$ cat src/rtl/sobel_window_fetch_if.sv
// Bundle of the AHB-master read channel and the window handshake towards the Sobel kernel.
// The fetch sequencer uses the master modport; the master/kernel side uses slave.
interface sobel_window_fetch_if;
    logic [1:0]  instruction;
    logic [7:0]  addr_r;
    logic [7:0]  addr_w;
    logic [7:0]  data_w;
    logic [7:0]  data_r;
    logic        busy;
    logic        win_valid;
    logic        win_ready;
    logic [71:0] win_data;
    logic [7:0]  win_x;
    logic [7:0]  win_y;

    modport master (
        output instruction, addr_r, addr_w, data_w,
        output win_valid, win_data, win_x, win_y,
        input  data_r, busy, win_ready
    );

    modport slave (
        input  instruction, addr_r, addr_w, data_w,
        input  win_valid, win_data, win_x, win_y,
        output data_r, busy, win_ready
    );
endinterface

$ cat src/rtl/sobel_window_fetch.sv
// Walks a stored 8-bit image with single-byte reads and assembles 3x3 windows,
// reusing two columns between horizontally adjacent windows.
module sobel_window_fetch #(
    parameter int unsigned IMG_W     = 16,
    parameter int unsigned IMG_H     = 16,
    parameter int unsigned BASE_ADDR = 0
) (
    input  logic                        HCLK,
    input  logic                        HRESET,
    input  logic                        frame_start,
    output logic                        frame_active,
    output logic                        frame_done,
    sobel_window_fetch_if.master        bus
);

    typedef enum logic [2:0] {
        S_IDLE,
        S_ISSUE,
        S_WAIT,
        S_PRESENT,
        S_DONE
    } state_t;

    localparam logic [7:0] LAST_CX = 8'(IMG_W - 2);
    localparam logic [7:0] LAST_CY = 8'(IMG_H - 2);

    state_t           state_q, state_d;
    logic [7:0]       cx_q, cx_d;
    logic [7:0]       cy_q, cy_d;
    logic [1:0]       col_q, col_d;
    logic [1:0]       row_q, row_d;
    logic             skip_q, skip_d;
    logic [8:0][7:0]  win_q, win_d;

    logic [15:0]      pix_x;
    logic [15:0]      pix_y;
    logic [15:0]      addr_full;
    logic [3:0]       slot;
    logic             issue;

    // Address math is 16-bit; only the low byte reaches the master, so wrap is modulo 256.
    always_comb begin
        pix_x     = 16'(cx_q) + 16'(col_q) - 16'd1;
        pix_y     = 16'(cy_q) + 16'(row_q) - 16'd1;
        addr_full = 16'(BASE_ADDR) + pix_y * 16'(IMG_W) + pix_x;
        slot      = 4'(row_q) * 4'd3 + 4'(col_q);
        issue     = (state_q == S_ISSUE) && !bus.busy;
    end

    assign bus.instruction = issue ? 2'b01 : 2'b00;
    assign bus.addr_r      = issue ? addr_full[7:0] : '0;
    assign bus.addr_w      = '0;
    assign bus.data_w      = '0;
    assign bus.win_valid   = (state_q == S_PRESENT);
    assign bus.win_data    = win_q;
    assign bus.win_x       = cx_q;
    assign bus.win_y       = cy_q;
    assign frame_active    = (state_q == S_ISSUE) || (state_q == S_WAIT) || (state_q == S_PRESENT);
    assign frame_done      = (state_q == S_DONE);

    always_comb begin
        state_d = state_q;
        cx_d    = cx_q;
        cy_d    = cy_q;
        col_d   = col_q;
        row_d   = row_q;
        skip_d  = skip_q;
        win_d   = win_q;
        case (state_q)
            S_IDLE: begin
                if (frame_start) begin
                    cx_d    = 8'd1;
                    cy_d    = 8'd1;
                    col_d   = 2'd0;
                    row_d   = 2'd0;
                    state_d = S_ISSUE;
                end
            end
            S_ISSUE: begin
                if (!bus.busy) begin
                    skip_d  = 1'b1;
                    state_d = S_WAIT;
                end
            end
            S_WAIT: begin
                // The cycle right after issue is blind: busy may not have risen yet.
                if (skip_q) begin
                    skip_d = 1'b0;
                end else if (!bus.busy) begin
                    win_d[slot] = bus.data_r;
                    if (row_q == 2'd2) begin
                        row_d = 2'd0;
                        if (col_q == 2'd2) begin
                            state_d = S_PRESENT;
                        end else begin
                            col_d   = col_q + 2'd1;
                            state_d = S_ISSUE;
                        end
                    end else begin
                        row_d   = row_q + 2'd1;
                        state_d = S_ISSUE;
                    end
                end
            end
            S_PRESENT: begin
                if (bus.win_ready) begin
                    if (cx_q < LAST_CX) begin
                        win_d[0] = win_q[1];
                        win_d[1] = win_q[2];
                        win_d[3] = win_q[4];
                        win_d[4] = win_q[5];
                        win_d[6] = win_q[7];
                        win_d[7] = win_q[8];
                        cx_d     = cx_q + 8'd1;
                        col_d    = 2'd2;
                        row_d    = 2'd0;
                        state_d  = S_ISSUE;
                    end else if (cy_q < LAST_CY) begin
                        cx_d    = 8'd1;
                        cy_d    = cy_q + 8'd1;
                        col_d   = 2'd0;
                        row_d   = 2'd0;
                        state_d = S_ISSUE;
                    end else begin
                        state_d = S_DONE;
                    end
                end
            end
            S_DONE: begin
                state_d = S_IDLE;
            end
            default: begin
                state_d = S_IDLE;
            end
        endcase
    end

    always_ff @(posedge HCLK) begin
        if (HRESET) begin
            state_q <= S_IDLE;
            cx_q    <= '0;
            cy_q    <= '0;
            col_q   <= '0;
            row_q   <= '0;
            skip_q  <= 1'b0;
            win_q   <= '0;
        end else begin
            state_q <= state_d;
            cx_q    <= cx_d;
            cy_q    <= cy_d;
            col_q   <= col_d;
            row_q   <= row_d;
            skip_q  <= skip_d;
            win_q   <= win_d;
        end
    end

endmodule

$ cat src/flat_wrapper.sv
// flat-port wrapper written by rule: the top's interface ports become plain ports
module sobel_window_fetch_flat 
#(
    parameter int unsigned IMG_W     = 16,
    parameter int unsigned IMG_H     = 16,
    parameter int unsigned BASE_ADDR = 0
)
  (HCLK, HRESET, frame_start, frame_active, frame_done, bus_instruction, bus_addr_r, bus_addr_w, bus_data_w, bus_win_valid, bus_win_data, bus_win_x, bus_win_y, bus_data_r, bus_busy, bus_win_ready);
  sobel_window_fetch_if bus_i ();
  input  logic HCLK;
  input  logic HRESET;
  input  logic frame_start;
  output logic frame_active;
  output logic frame_done;
  output wire logic [$bits(bus_i.instruction)-1:0] bus_instruction;
  output wire logic [$bits(bus_i.addr_r)-1:0] bus_addr_r;
  output wire logic [$bits(bus_i.addr_w)-1:0] bus_addr_w;
  output wire logic [$bits(bus_i.data_w)-1:0] bus_data_w;
  output wire logic [$bits(bus_i.win_valid)-1:0] bus_win_valid;
  output wire logic [$bits(bus_i.win_data)-1:0] bus_win_data;
  output wire logic [$bits(bus_i.win_x)-1:0] bus_win_x;
  output wire logic [$bits(bus_i.win_y)-1:0] bus_win_y;
  input wire logic [$bits(bus_i.data_r)-1:0] bus_data_r;
  input wire logic [$bits(bus_i.busy)-1:0] bus_busy;
  input wire logic [$bits(bus_i.win_ready)-1:0] bus_win_ready;
  assign bus_instruction = bus_i.instruction;
  assign bus_addr_r = bus_i.addr_r;
  assign bus_addr_w = bus_i.addr_w;
  assign bus_data_w = bus_i.data_w;
  assign bus_win_valid = bus_i.win_valid;
  assign bus_win_data = bus_i.win_data;
  assign bus_win_x = bus_i.win_x;
  assign bus_win_y = bus_i.win_y;
  assign bus_i.data_r = bus_data_r;
  assign bus_i.busy = bus_busy;
  assign bus_i.win_ready = bus_win_ready;
  sobel_window_fetch #(.IMG_W(IMG_W), .IMG_H(IMG_H), .BASE_ADDR(BASE_ADDR)) u_core (.HCLK(HCLK), .HRESET(HRESET), .frame_start(frame_start), .frame_active(frame_active), .frame_done(frame_done), .bus(bus_i));
endmodule
$ cat config.mk
export PLATFORM = sky130hd
export DESIGN_NAME = sobel_window_fetch_flat
export DESIGN_NICKNAME = d
export VERILOG_FILES = /design/src/rtl/sobel_window_fetch_if.sv /design/src/rtl/sobel_window_fetch.sv /design/src/flat_wrapper.sv
export SDC_FILE = /design/constraint.sdc
export NUM_CORES = 1
export LEC_CHECK = 0
export ABC_CLOCK_PERIOD_IN_PS = 8830
export BUFFER_PORTS_ARGS = -buffer_cell sky130_fd_sc_hd__buf_2
export CORE_MARGIN = 4
export CORE_UTILIZATION = 50
export DETAILED_ROUTE_END_ITERATION = 10
export GPL_TIMING_DRIVEN = 0
export PLACE_DENSITY = 0.76
export REMOVE_ABC_BUFFERS = 1
export SYNTH_ARGS = -nofsm -noshare
export SYNTH_HDL_FRONTEND = slang
export SYNTH_SLANG_ARGS = --single-unit
$ cat constraint.sdc
create_clock -name HCLK -period 8.83 [get_ports HCLK]
set_clock_uncertainty 0.2 [all_clocks]
set_input_delay 0.883 -clock HCLK [delete_from_list [all_inputs] [get_ports HCLK]]
set_output_delay 0.883 -clock HCLK [all_outputs]
set_load 0.02 [all_outputs]
==> results of run 1 <==
[per-layer routing]
layer / routed length, µm / part of all wire, %
met4: 119 / 0.96
met1: 5410 / 44
met3: 972 / 7.9
met5: 0 / 0
met2: 5850 / 47
[state kept, by name, summed over array words and instances (netlist names)]
name                 count
u_core.bus.win_y         8
u_core.row_q             2
u_core.bus.win_data     72
u_core.state_q           3
u_core.skip_q            1
u_core.col_q             2
u_core.bus.win_x         8
[cell usage in the layout (no fill, tap or decap), drive strengths merged, types with 2 or more instances in the layout]
cell      synthesis  layout
a211oi           58      58
a21oi            25      25
clkinvlp          0       2
ha               24      24
a311oi            4       4
nand3b            2       2
o21ai             3       3
nand2            16      16
nor4              2       2
and2              6       6
fa                4       4
nor3             10      10
clkinv            1       3
nor3b             2       2
dfxtp            96      96
or3               3       3
conb              1      17
nand4             3       3
buf              29     112
a22oi            50      50
nand3            11      11
nand2b            4       4
xor2              3       3
nor2b             7       7
inv              29      30
clkbuf           28      10
a31o              2       2
a31oi             5       5
nor2             91      91
xnor2             2       2
nor4b             3       3
mux2i            24      24
a21o              3       3
and3              4       4
or3b              2       2
[synthesized netlist by cell type (2+ instances only)]
master	instances
a211oi_2	12
nand4_1	2
nor2b_1	7
xnor2_1	2
buf_2	3
nor3_1	10
dfxtp_1	96
ha_1	24
nand2_1	16
buf_4	19
and2_1	6
fa_1	4
a31oi_1	5
a311oi_1	4
a21o_1	2
a21oi_4	6
and3_1	4
nor3b_2	2
nor2_2	5
nand3_1	8
nor4b_1	2
a22oi_1	50
nor4_4	2
or3_1	2
or3b_2	2
o21ai_0	3
nand3_2	3
nand2b_1	4
clkbuf_1	26
inv_1	29
a211oi_1	46
clkbuf_8	2
xor2_1	3
nor2_1	86
a21oi_1	19
a31o_2	2
buf_6	7
mux2i_1	24
[area by class of cell]
cell class              count  area, µm²
fillers                   938       4420
multi-input cells         405       2910
flip-flops and latches     96       1920
repair buffers            112        563
well taps                 136        170
clock buffers              10        138
inverters                  30        114
clock inverters             5       41.3
[metrics by stage]
stage	cells	area [µm²]
3_5_place_dp	779	5680
5_1_grt	794	5860
6_report	794	5860
2_1_floorplan	531	4950
4_1_cts	794	5860
3_3_place_gp	779	5680
[worst max-delay path, delay by kind of cell, from the launching register on]
| kind | cells | cell delay, ns |
|---|---|---|
| adder cells (fa/ha/maj) | 5 | 1.51 |
| buffers and inverters | 5 | 0.44 |
| flip-flops | 1 | 0.46 |
| AO/OA/AOI/OAI | 2 | 0.25 |
| AND/OR/NAND/NOR | 1 | 0.45 |
[path summary, 6_finish.rpt]
kind,from,endpoint,cells after the start
max,u_core.row_q[1],bus_addr_r[6],13
min,u_core.skip_q,u_core.skip_q,2
min reg2reg,u_core.skip_q,u_core.skip_q,2
max reg2reg,u_core.row_q[1],u_core.bus.win_data[32],8
[cell families (layout without fill, tap and decap cells)]
logic type	Yosys count	count (layout)
buf+inv	88	157
other cells	1	17
simple gates	171	171
mux	24	24
fa+ha+maj	28	28
flops	96	96
compound gates	160	160
xor+xnor	5	5
[power groups by stage]
stage / clock network, mW / logic, mW / registers [mW]
5_1_grt: 0.293 / 0.185 / 0.459
6_report: 0.267 / 0.168 / 0.457
2_1_floorplan: 0 / 0.104 / 0.477
3_3_place_gp: 0 / 0.163 / 0.466
4_1_cts: 0.274 / 0.168 / 0.456
3_5_place_dp: 0 / 0.168 / 0.466
==> metrics.txt, run 1 <==
Arrival @ worst endpoint=3.47 ns; wire length per cell=15.6 µm; TritonCTS clock tree=done; Achievable Freq=220 MHz; total power=approximately 0.89 mW; Most used DFF post-synth=dfxtp_1; area delta synth->final=11.5%; Post-Place Worst Slack=4.65 ns; Worst IR Drop VDD=between 100 and 150 µV; slowest cell delay on critical path=roughly 0.46 ns; reg2reg setup slack=5.10 ns; DRC=0; met1 Track Usage GR=26.9%; part of the cycle the worst path needs=51.6%; Tmin final=4.56 ns; # setup viols final=0; Max H-tree Level=3; mux contribution to synthesized area=~4.6%; Synth Instances=573; clock-pin slew on the worst setup and hold paths=0.09 ns; final worst slack=4.27 ns; fin util=57.0%; initial antenna violation count=0; Pwr per Cell Area=152 mW/mm²; WL final=~12,000 µm; Yosys reg bits=96; # hold bufs at CTS=0; slew of the pin with the lowest slew margin=1.13 ns; switch share=31.3%; first-pass GRT wire length=20,700 µm; Adder-Cell Fraction of Synth Area=7.23%; Final Hold Viols=0; Syn Area/Cell=between 9 and 10 µm²; CP endpoint kind=output pin; CP max stage cell=dfxtp_1; final max-slew violation count=0; final RePlAce weighted congestion=0.911; Die Area=between 0.01 and 0.015 mm²; maxcap violations=0; postcts setup bufs=0; yosys warns=0; Overflow after GRT=0; met2 global-route usage=around a third; top cell type's share of synthesized area=36.6%; Clock Path Buffers=2; final setup TNS=0 ns; Initial Util=51.2%; Syn Std Cell Area=0.00526 mm²; Cell variety after synth=62; CTS buffer count=9; Post-DP HPWL=8780 µm; simple-gate share of the synthesized area=between 10% and 20%; Tot GR Track Use=20.0%; row count=37; Die Ht=roughly 110 µm; DRT iter0 DRCs=330; Ports=130; drt pass-1 iters=4; clk sink count=96; Slew HR=24.3%; vias in the first global route=4,199; Comb pwr share=18.9%; Post-synth EDFFs=0; main area contributors after synthesis=dfxtp_1, a22oi_1, a211oi_1; CORE AREA=0.0103 mm²; clock share of power=29.9%; LEAKAGE=between 2 and 3 nW; Post-Synth XOR/XNOR Area=0.833%; antenna-violating nets left=0; PortBufs=112; Via Count=4,435; GR Util met3=4.77%; gr busiest metal=met2; largest family of logic cells by synthesized area=compound AO/OA/AOI/OAI gates; CP required=7.75 ns; Root Driver=clkbuf_8; Net Switching=roughly 0.28 mW; post-DR vias/cell=5.59; Hold Slack=0.278 ns; CP Cell Sequence=inv_1 > ha_1 > inv_1 > ha_1 > inv_1 > fa_1 > ha_1 > inv_1 > ha_1 > or3b_2 > a31oi_1 > a211o_1 > buf_2; die width=111 µm; share of layout cells above drive strength 1=26.1%; compound-cell area share of the yosys netlist=24.5%; sequential share of power=51.2%; Pint=approximately 0.6 mW; RSZ-0062 raised after global routing=no; Synth area leader=dfxtp_1; clk_lat worst skew=~0.36 ns; Seq/Total Area, Yosys=36.6%; largest net degree at the start of global routing=89; startpoint types=register; Hold/Removal Path Class=reg2reg; critical path class=reg2out; ANT cells=0; worst-path maximum fanout=6; status=finished, final reports clean; NumNets Final=695; CTS resizes=0; Post-synth ARST share=0%
No activity file was read; power rests on OpenSTA's default activity.
==> run 2, diff against run 1 <==
--- a/config.mk
+++ b/config.mk
@@ -5,7 +5,7 @@
 export SDC_FILE = /design/constraint.sdc
 export NUM_CORES = 1
 export LEC_CHECK = 0
-export ABC_CLOCK_PERIOD_IN_PS = 8830
+export ABC_CLOCK_PERIOD_IN_PS = 4200
 export BUFFER_PORTS_ARGS = -buffer_cell sky130_fd_sc_hd__buf_2
 export CORE_MARGIN = 4
 export CORE_UTILIZATION = 50
==> constraint.sdc (replaced) <==
create_clock -name HCLK -period 4.2 [get_ports HCLK]
set_clock_uncertainty 0.2 [all_clocks]
set_input_delay 0.42 -clock HCLK [delete_from_list [all_inputs] [get_ports HCLK]]
set_output_delay 0.42 -clock HCLK [all_outputs]
set_load 0.02 [all_outputs]
==> metrics.txt, run 2 (synthesized netlist as in run 1, its figures left out) <==
Tot GR Track Use=20.0%; final RePlAce weighted congestion=0.911; Final Hold Viols=0; Cell Area, Placed=0.00568 mm²; Layout Cells excl Fill=794; Critical Path Start=u_core.bus.win_y[1]; hold_sp=bus_win_ready; Arrival @ worst endpoint=3.36 ns; critical path class=reg2out; die width=between 100 and 150 µm; clk sink count=96; antenna-violating nets left=0; Tmin final=a little under 4 ns; Worst R2R Start=u_core.row_q[0]; Worst IR Drop VDD=224 µV; largest net degree at the start of global routing=89; LEAKAGE=about 2.5 nW; final setup TNS=0 ns; Slew HR=24.3%; most common cell after layout, fill and taps aside=buf_2; Die Ht=111 µm; Pwr per Cell Area=319 mW/mm²; Hold/Removal Path Class=in2reg; # setup viols final=0; Placed Cells=a little under 800; clock-pin slew on the worst setup and hold paths=around 0.09 ns; startpoint types=register; Ports=130; DRT iter0 DRCs=330; NumNets Final=695; final max-slew violation count=0; CTS buffer count=9; PortBufs=112; area delta synth->final=11.5%; drt pass-1 iters=4; hold endpoint=u_core.state_q[1]; reg2reg end=u_core.bus.win_data[32]; Clock Path Buffers=2; wire length per cell=15.5 µm; CP endpoint kind=output pin; TritonCTS clock tree=done; maxcap violations=0; Die Area=about 0.012 mm²; most frequent cells in the layout=buf_2, dfxtp_1, nor2_1; post-DR vias/cell=5.59; total power=1.87 mW; CP required=3.58 ns; Root Driver=clkbuf_8; Achievable Freq=around 250 MHz; Overflow after GRT=0; DRC=0; Via Count=4,439; first-pass GRT wire length=20,700 µm; status=finished, final reports clean; part of the cycle the worst path needs=between 90 and 100%; clk_lat worst skew=roughly 0.36 ns; Layout fillers=~940; cell depth of the worst min-delay path=2; ANT cells=0; reg2reg setup slack=0.53 ns; CORE AREA=0.0103 mm²; initial antenna violation count=0; RSZ-0062 raised after global routing=no; Largest register FFs=72; WL final=approximately 12,000 µm; postcts setup bufs=0; vias in the first global route=4,199; Initial Util=51.2%; slew of the pin with the lowest slew margin=between 1 and 1.5 ns; Max H-tree Level=3; row count=37; worst-path maximum fanout=6; Post-DP HPWL=between 8000 and 9000 µm; share of layout cells above drive strength 1=26.3%; R2R depth=8; Design Area, Final=0.00586 mm²
## run 2: cell counts in the layout (fill, tap and decap cells not counted)
Identical to the previous run, type by type.
## run 2: power breakdown
group | internal (mW) | switching (mW)
clock network | 0.232 | 0.328
registers | 0.934 | 0.0256
logic | 0.120 | 0.233
total | 1.29 | 0.586
## run 2: worst max-delay path by stage
stage                         endpoint  slack, ns  cells after the start
3_5_place_dp             bus_addr_r[6]       0.48                     13
2_1_floorplan            bus_addr_r[6]       0.69                     12
5_1_grt                  bus_addr_r[6]       0.02                     13
4_1_cts                  bus_addr_r[6]       0.08                     13
6_report                 bus_addr_r[6]       0.22                     13
3_3_place_gp   u_core.bus.win_data[27]       0.25                      6
## run 2: layer usage
metal / global-route usage (%) / part of all wire, %
met1: 26.9 / 44
met3: 4.77 / 7.9
met5: 0 / 0
met2: 32.9 / 47
met4: 4.11 / 1.4
## run 2: worst max-delay path: stages, from the launching register on
cell and delay [ns]:
dfxtp_1 0.43, inv_1 0.07, ha_1 0.27, inv_1 0.04, ha_1 0.18, inv_1 0.07
fa_1 0.42, ha_1 0.29, inv_1 0.04, ha_1 0.33, or3b_2 0.45, a31oi_1 0.14
a211o_1 0.11, buf_2 0.15
## run 2: final cells by class
| cell class | instances | area [µm²] | area share (%) |
|---|---|---|---|
| Clock buffer | 10 | 138 | 2.35 |
| Clock inverter | 5 | 41.3 | 0.704 |
| Inverter | 30 | 114 | 1.94 |
| Multi-Input combinational cell | 405 | 2910 | 49.7 |
| Sequential cell | 96 | 1930 | 32.8 |
| Tap cell | 136 | 170 | 2.90 |
| Timing Repair Buffer | 112 | 563 | 9.60 |
## run 2: what timing repair did
item | in CTS | in global routing
endpoints found under the setup margin | 0 | 1
gates resized for setup | 0 | 2
hold buffers | 0 | 0
## run 2: through the flow
| stage | setup WS (ns) | hold WS (ns) | utilization (%) |
|---|---|---|---|
| after floorplan | 0.691 | 0.239 | - |
| after global placement | 0.250 | 0.260 | 55.2 |
| after detailed placement | 0.478 | 0.264 | 55.3 |
| after CTS | 0.0820 | 0.142 | 57.0 |
| after global routing | 0.0157 | 0.153 | 57.1 |
| final | 0.223 | 0.156 | 57.1 |
